<file path="src/rtl/train_seq_pkg.sv">
// Shared types for the training-pass sequencer: the FSM state enumeration and its encoding width.
// Latency: n/a (types only). Backpressure: n/a.
// Holds no logic.
package train_seq_pkg;

    localparam int STATE_W = 3;

    typedef enum logic [STATE_W-1:0] {
        ST_IDLE      = 3'd0,
        ST_ZERO_LOSS = 3'd1,
        ST_FWD       = 3'd2,
        ST_BWD       = 3'd3,
        ST_UPDATE    = 3'd4,
        ST_ZERO_WU   = 3'd5,
        ST_DONE      = 3'd6
    } state_t;

endpackage

</file>
<file path="src/rtl/train_seq_layer_ctr.sv">
// Layer index counter: loads 0 and counts up or down. It also provides the terminal flags.
// Latency: the count updates 1 cycle after a command; the flags are combinational on the count.
// Backpressure: none; commands come already qualified by the caller's enable.
module layer_ctr #(
    parameter int NUM_LAYERS = 2,
    parameter int LAYER_W    = 1
) (
    input  logic               clk_i,
    input  logic               rst_i,
    input  logic               load_i,
    input  logic               up_i,
    input  logic               down_i,
    output logic [LAYER_W-1:0] cnt_o,
    output logic               last_o,
    output logic               zero_o
);

    always_ff @(posedge clk_i) begin
        if (rst_i) begin
            cnt_o <= '0;
        end else if (load_i) begin
            cnt_o <= '0;
        end else if (up_i) begin
            cnt_o <= cnt_o + LAYER_W'(1);
        end else if (down_i) begin
            cnt_o <= cnt_o - LAYER_W'(1);
        end
    end

    assign last_o = (cnt_o == LAYER_W'(NUM_LAYERS - 1));
    assign zero_o = (cnt_o == '0);

endmodule

</file>
<file path="src/rtl/train_seq.sv">
// Training-pass sequencer: zero loss, forward over the layers, backward, update and zero the weight updates, once per epoch.
// Latency: the strobes are Moore outputs of registered state. Each phase advances 1 cycle after step_done_i is accepted.
// Backpressure: en_i low freezes everything. step_done_i holds FWD/BWD/UPDATE until the datapath finishes.
module train_seq
    import train_seq_pkg::*;
#(
    parameter int  NUM_LAYERS = 2,
    parameter int  EPOCH_W    = 8,
    localparam int LAYER_W    = (NUM_LAYERS > 1) ? $clog2(NUM_LAYERS) : 1
) (
    input  logic               clk_i,
    input  logic               rst_i,
    input  logic               en_i,
    input  logic               start_i,
    input  logic [EPOCH_W-1:0] epochs_i,
    input  logic               step_done_i,
    input  logic               abort_i,
    output logic               zero_loss_o,
    output logic               fwd_pass_o,
    output logic               bwd_pass_o,
    output logic               update_o,
    output logic               zero_weight_update_o,
    output logic [LAYER_W-1:0] layer_o,
    output logic [EPOCH_W-1:0] epoch_o,
    output logic               busy_o,
    output logic               done_o
);

    state_t             state_q, state_d;
    logic [EPOCH_W-1:0] epoch_q, epoch_d;
    logic [EPOCH_W-1:0] limit_q, limit_d;
    logic [EPOCH_W-1:0] epoch_inc;
    logic               ld_layer, up_layer, dn_layer;
    logic               layer_last, layer_zero;

    layer_ctr #(
        .NUM_LAYERS (NUM_LAYERS),
        .LAYER_W    (LAYER_W)
    ) u_layer_ctr (
        .clk_i  (clk_i),
        .rst_i  (rst_i),
        .load_i (ld_layer),
        .up_i   (up_layer),
        .down_i (dn_layer),
        .cnt_o  (layer_o),
        .last_o (layer_last),
        .zero_o (layer_zero)
    );

    // The run ends on equality with the latched limit, so the count never has to wrap.
    assign epoch_inc = epoch_q + EPOCH_W'(1);

    always_comb begin
        state_d  = state_q;
        epoch_d  = epoch_q;
        limit_d  = limit_q;
        ld_layer = 1'b0;
        up_layer = 1'b0;
        dn_layer = 1'b0;
        if (en_i) begin
            if (abort_i) begin
                state_d  = ST_IDLE;
                ld_layer = 1'b1;
            end else begin
                case (state_q)
                    ST_IDLE: begin
                        if (start_i) begin
                            limit_d = epochs_i;
                            epoch_d = '0;
                            state_d = (epochs_i == '0) ? ST_DONE : ST_ZERO_LOSS;
                        end
                    end
                    ST_ZERO_LOSS: begin
                        ld_layer = 1'b1;
                        state_d  = ST_FWD;
                    end
                    ST_FWD: begin
                        if (step_done_i) begin
                            if (layer_last) state_d = ST_BWD;
                            else            up_layer = 1'b1;
                        end
                    end
                    ST_BWD: begin
                        if (step_done_i) begin
                            if (layer_zero) state_d = ST_UPDATE;
                            else            dn_layer = 1'b1;
                        end
                    end
                    ST_UPDATE: begin
                        if (step_done_i) state_d = ST_ZERO_WU;
                    end
                    ST_ZERO_WU: begin
                        epoch_d = epoch_inc;
                        state_d = (epoch_inc == limit_q) ? ST_DONE : ST_ZERO_LOSS;
                    end
                    ST_DONE: state_d = ST_IDLE;
                    default: state_d = ST_IDLE;
                endcase
            end
        end
    end

    always_ff @(posedge clk_i) begin
        if (rst_i) begin
            state_q <= ST_IDLE;
            epoch_q <= '0;
            limit_q <= '0;
        end else begin
            state_q <= state_d;
            epoch_q <= epoch_d;
            limit_q <= limit_d;
        end
    end

    assign zero_loss_o          = (state_q == ST_ZERO_LOSS);
    assign fwd_pass_o           = (state_q == ST_FWD);
    assign bwd_pass_o           = (state_q == ST_BWD);
    assign update_o             = (state_q == ST_UPDATE);
    assign zero_weight_update_o = (state_q == ST_ZERO_WU);
    assign busy_o               = (state_q != ST_IDLE);
    assign done_o               = (state_q == ST_DONE);
    assign epoch_o              = epoch_q;

endmodule

</file>
<file path="config.mk">
export PLATFORM = sky130hd
export DESIGN_NAME = train_seq
export DESIGN_NICKNAME = d
export VERILOG_FILES = /design/src/rtl/train_seq_pkg.sv /design/src/rtl/train_seq_layer_ctr.sv /design/src/rtl/train_seq.sv
export SDC_FILE = /design/constraint.sdc
export NUM_CORES = 1
export LEC_CHECK = 0
export ABC_AREA = 1
export CORE_ASPECT_RATIO = 0.5
export CORE_MARGIN = 2
export CORE_UTILIZATION = 40
export CTS_CLUSTER_DIAMETER = 50
export DETAILED_ROUTE_END_ITERATION = 7
export PLACE_DENSITY = 0.63
export REMOVE_ABC_BUFFERS = 1
export SLEW_MARGIN = 0
export SYNTH_ARGS = -nofsm -noshare
export SYNTH_HDL_FRONTEND = slang
export SYNTH_HIERARCHICAL = 1
export SYNTH_SLANG_ARGS = --single-unit
</file>
<file path="constraint.sdc">
create_clock -name clk_i -period 2.9 [get_ports clk_i]
set_clock_uncertainty 0.2 [all_clocks]
set_input_delay 0.58 -clock clk_i [delete_from_list [all_inputs] [get_ports clk_i]]
set_output_delay 0.58 -clock clk_i [all_outputs]
set_load 0.005 [all_outputs]
</file>
## Word-level counts from Yosys, hierarchy flattened

Cells that the tools add are included.
Widths: inputs -> output; s select.

- Register bits: 20
- Input port bits: 14
- Output and inout bits: 16
- Logic and storage cells: 58

- Add/subtract/negate cells: 3
- Eq/ne operators: 14
- Mux-type cells: 27
- Bitwise operators: 1
- Reductions and logical operators: 9

Operators with widths:

| kind | count |
|---|---|
| $mux 3 | 9 |
| $pmux 3 s6 | 1 |
| $pmux 8 s2 | 1 |
| $mux 1 | 15 |
| $ne 3x3->1 const B | 5 |
| $eq 3x3->1 const B | 3 |
| $add 8x1->8 const B | 1 |
| $eq 8x8->1 | 1 |
| $logic_not 8->1 | 1 |
| $mux 8 | 1 |
| $reduce_and 4->1 | 2 |
| $reduce_and 7->1 | 1 |
| $eq 3x2->1 const B | 2 |
| $reduce_bool 2->1 | 2 |
| $eq 3x1->1 const B | 1 |
| $logic_not 3->1 | 1 |
| $ne 3x2->1 const B | 1 |
| $reduce_bool 3->1 | 1 |
| $ne 2x2->1 const B | 1 |
| $reduce_or 2->1 | 1 |
| $add 1x1->1 const B | 1 |
| $not 1->1 | 1 |
| $sub 1x1->1 const B | 1 |

## Depth between registers and ports, before layout

- Depth in word-level cells: 7
- Gate-level depth with buffers: 14
- Mapped depth without buffers: 14

## By module

Netlist, hierarchy kept.

Modules (own cells, without submodules):

| module | instances | cells an instance | area each (um2) | seq. area each (um2) |
|---|---|---|---|---|
| train_seq | 1 | 203 | 1262.5 | 380.4 |
| layer_ctr | 1 | 9 | 56.3 | 20.0 |

## Least setup slack after synthesis

Ideal clock, no wire load.

- Path type: reg2reg
- From: register epoch_q[0], in the netlist epoch_o[0]
- To: register state_q[0]
- Setup time: 0.135 ns
- Data arrival time: 1.485 ns
- Required time: 2.565 ns
- Setup slack: 1.080 ns
- Cell stages (with the launch flop): 13
- Buffers on the path: 0
- Period minus slack after synthesis: 1.820 ns
- Cells stage by stage: dfxtp_1 > ha_1 > nand3_1 > nor2_2 > nand2_1 > nand3_1 > nand2_1 > nor2_2 > nand3_1 > nand2_1 > nand2_1 > nand2_1 > a21oi_1

- Word-level cells in the longest chain between the ends: 5

Ends and longest elaborated chain:

| item | RTL line | text |
|---|---|---|
| from (decl) | train_seq.sv:30 | `logic [EPOCH_W-1:0] epoch_q, epoch_d;` |
| from (signal assigned) | train_seq.sv:110 | `epoch_q <= epoch_d;` |
| $add 8x1->8 | train_seq.sv:51 | `assign epoch_inc = epoch_q + EPOCH_W'(1);` |
| $eq 8x8->1 | train_seq.sv:94 | `state_d = (epoch_inc == limit_q) ? ST_DONE : ST_ZERO_LOSS;` |
| $mux 3 | train_seq.sv:94 |  |
| $pmux 3 s6 | train_seq.sv:65 | `case (state_q)` |
| $mux 3 | train_seq.sv:61 | `if (abort_i) begin` |
| to (signal assigned) | train_seq.sv:109 | `state_q <= state_d;` |
| to (decl) | train_seq.sv:29 | `state_t state_q, state_d;` |

Every way passes these cells.
A chain may end at the register's enable or synchronous reset.

## Final worst setup path

- From: register state_q[2]
- To: output port fwd_pass_o

- Word-level cells in the longest chain between the ends: 1

Ends and longest elaborated chain:

| item | RTL line | text |
|---|---|---|
| $eq 3x2->1 | train_seq.sv:116 | `assign fwd_pass_o = (state_q == ST_FWD);` |
| to (decl) | train_seq.sv:19 | `output logic fwd_pass_o,` |

Every way passes these cells.

==> results.yml <==
grt:
  overflow: 0
  grt_pass1_vias: 1204
  grt_max_degree: 13
  antenna_found_initial: 0
  grt_pass1_wl_um: 5570
  grt_usage_pct: 18.7
sta:
  finalSetupViolCount: 0
  finalCritPeriodShare_pct: 84.2
  timing.final.crit_period_ns: 2.44
  grt_setup_unrepaired: "no"
  maxSlewViolCount: 0
  fmax_mhz: 409
  worst_pin_slew_ns: 0.443
  finalHoldViolations: 0
  setup-tns-final_ns: 0
  relSlewSlack_pct: 70.2
finish:
  multi_input_area_um2: 778
  fill_cells: 314
  drive_gt1_share_pct: 9.88
  layout_common_cells: "59 x nand2_1, 30 x inv_1, 29 x clkdlybuf4s50_1"
  mostFrequentLayoutCell: "nand2_1"
  regArea_um2: 400
  final_area_um2: 1720
  instances_no_fill: 283
  n_antenna_cell: 0
  utilization_pct: 56.2
  layout.nets: 259
  syn_to_final_growth_pct: 30.6
place:
  dpl_cell_area_um2: 1650
  hpwlAfterDp_um: 2580
  dp.cells: 279
  place_congestion: 0.835
  io_buffers: 29
synthesis:
  syn_area_um2: 1320
  postSynthAreaPerCell_um2: 6.22
  yosysWarnings: 6
  ys_seq_area_share_pct: 30.4
  syn-instance-count: 212
  yosysUniqueCellTypes: 27
  synthFlopType: "dfxtp_1"
  synth_seq_cells: 20
  async_flop_share_pct: 0
  synth_edf_count: 0
floorplanning:
  dieArea_um2: 3800
  die_w_um: 85.2
  initial_utilization_pct: 43.0
  io_pins: 30
  fp.dieH_um: 44.6
  fp.coreArea_um2: 3070
  num_rows: 14
worst_setup_path:
  cp-start-kind: "flip-flop"
  end_kind: "output pin"
  arrival_ns: 1.66
  crit_type: "flip-flop to output pin"
  cp.required_ns: 2.12
  crit_path_max_fanout: 5
drt:
  antenna_left: 0
  num_vias: 1419
  detail_route.wl_per_cell_um: 11.4
  wl_met3_um: 228
  viasPerCell: 5.01
  drt_iter0_markers: 61
  wl_um: 3230
  dr_wl_met2_um: 1460
  drc: 0
  first_pass_iters: 4
  top_layer: "met4"
  drt-met1-wl_um: 1520
pwr:
  power.density_nw_per_um2: 379
  power_frac_clock_pct: 43.5
  swShare_pct: 22.8
  power_frac_seq_pct: 43.9
  power.leakage_nw: 0.727
  combPwrFrac_pct: 12.6
  intPower_uw: 503
  max-vdd-ir-drop_mv: 0.191
  total_power_uw: 652
  switching_power_uw: 149
cts:
  cts_buffer_depth: 2
  cts_setup_buffers: 0
  cts_tree: "done"
  clk_latency_ns: 0.26
  cts_resized: 0
  htree_num_levels: 1
  clkTransAtPathRegs_ns: 0.08
  ctsHoldBuffers: 0
  cts_sinks: 20
  numCtsBuffers: 3
  clock_tree.root_cell: "clkbuf_8"
hold_path:
  hold_class: "flip-flop to flip-flop"
flow_run:
  cap_violations: 0
status:
  status: "completed"
[synth_stat cells (2+ instances only)]
cell type  instances  area share [%]
nor2_2             6             2.8
nand3_1           21             8.0
inv_2              3            0.85
o21ai_0            9             3.4
nor3_1             6             2.3
nand2_2            3             1.4
a21oi_1           17             6.5
nand4_1            2            0.95
dfxtp_1           20              30
a21oi_2            2             1.3
nor2_4             2             1.7
inv_1             30             8.5
nand2_1           59              17
nor2_1            19             5.4
[state kept, by name, indices dropped and copies added, names as in the netlist]
signal             cells
epoch_o                8
limit_q                8
state_q                3
u_layer_ctr/cnt_o      1
[area by class of cell]
cell class,count,area share [%]
clock buffers,3,2.40
clock inverters,1,1.74
inverters,33,7.19
multi-input cells,156,45.2
flip-flops and latches,20,23.3
well taps,40,2.91
repair buffers,30,17.3
[per-stage QoR]
stage | setup slack [ns] | hold slack, ns
after floorplan | 1.10 | 0.244
after global placement | 0.528 | 0.267
after detailed placement | 0.485 | 0.270
after CTS | 0.458 | 0.282
after global routing | 0.351 | 0.298
final | 0.458 | 0.281
[path summary, 6_finish.rpt]
path,start,end,slack [ns],depth (start not counted)
hold / removal,limit_q[2],limit_q[2],0.28,2
setup / recovery,state_q[2],fwd_pass_o,0.46,4
hold reg to reg,limit_q[2],limit_q[2],0.28,2
setup reg to reg,epoch_o[0],state_q[1],0.81,11
[worst max-delay path, cell delays in order, from the launching register on]
cell	delay (ns)
dfxtp_1	0.36
inv_2	0.15
nand2_1	0.08
nor2_1	0.25
clkdlybuf4s50_1	0.56
[cells by family (layout without fill, tap and decap cells)]
kind of cell	Yosys count	count (layout)	synth area share [%]
compound gates	31	31	13.9
xor+xnor	2	2	1.33
fa+ha+maj	1	1	0.949
buf+inv	36	67	10.6
flops	20	20	30.4
simple gates	122	122	42.9
[routing by layer]
layer / vias to the layer above / GRT usage [%]
li1: 743 / -
met1: 627 / 24.9
met2: 45 / 31.1
met3: 4 / 3.92
met4: 0 / 5.71
met5: - / 0
[power groups by stage]
stage	logic [mW]	registers, mW	clock network, mW
after detailed placement	0.0820	0.293	0
after global placement	0.0809	0.293	0
final	0.0821	0.287	0.284
after CTS	0.0825	0.287	0.290
after global routing	0.0920	0.288	0.303
after floorplan	0.0443	0.292	0
No activity file was read; power rests on OpenSTA's default activity.
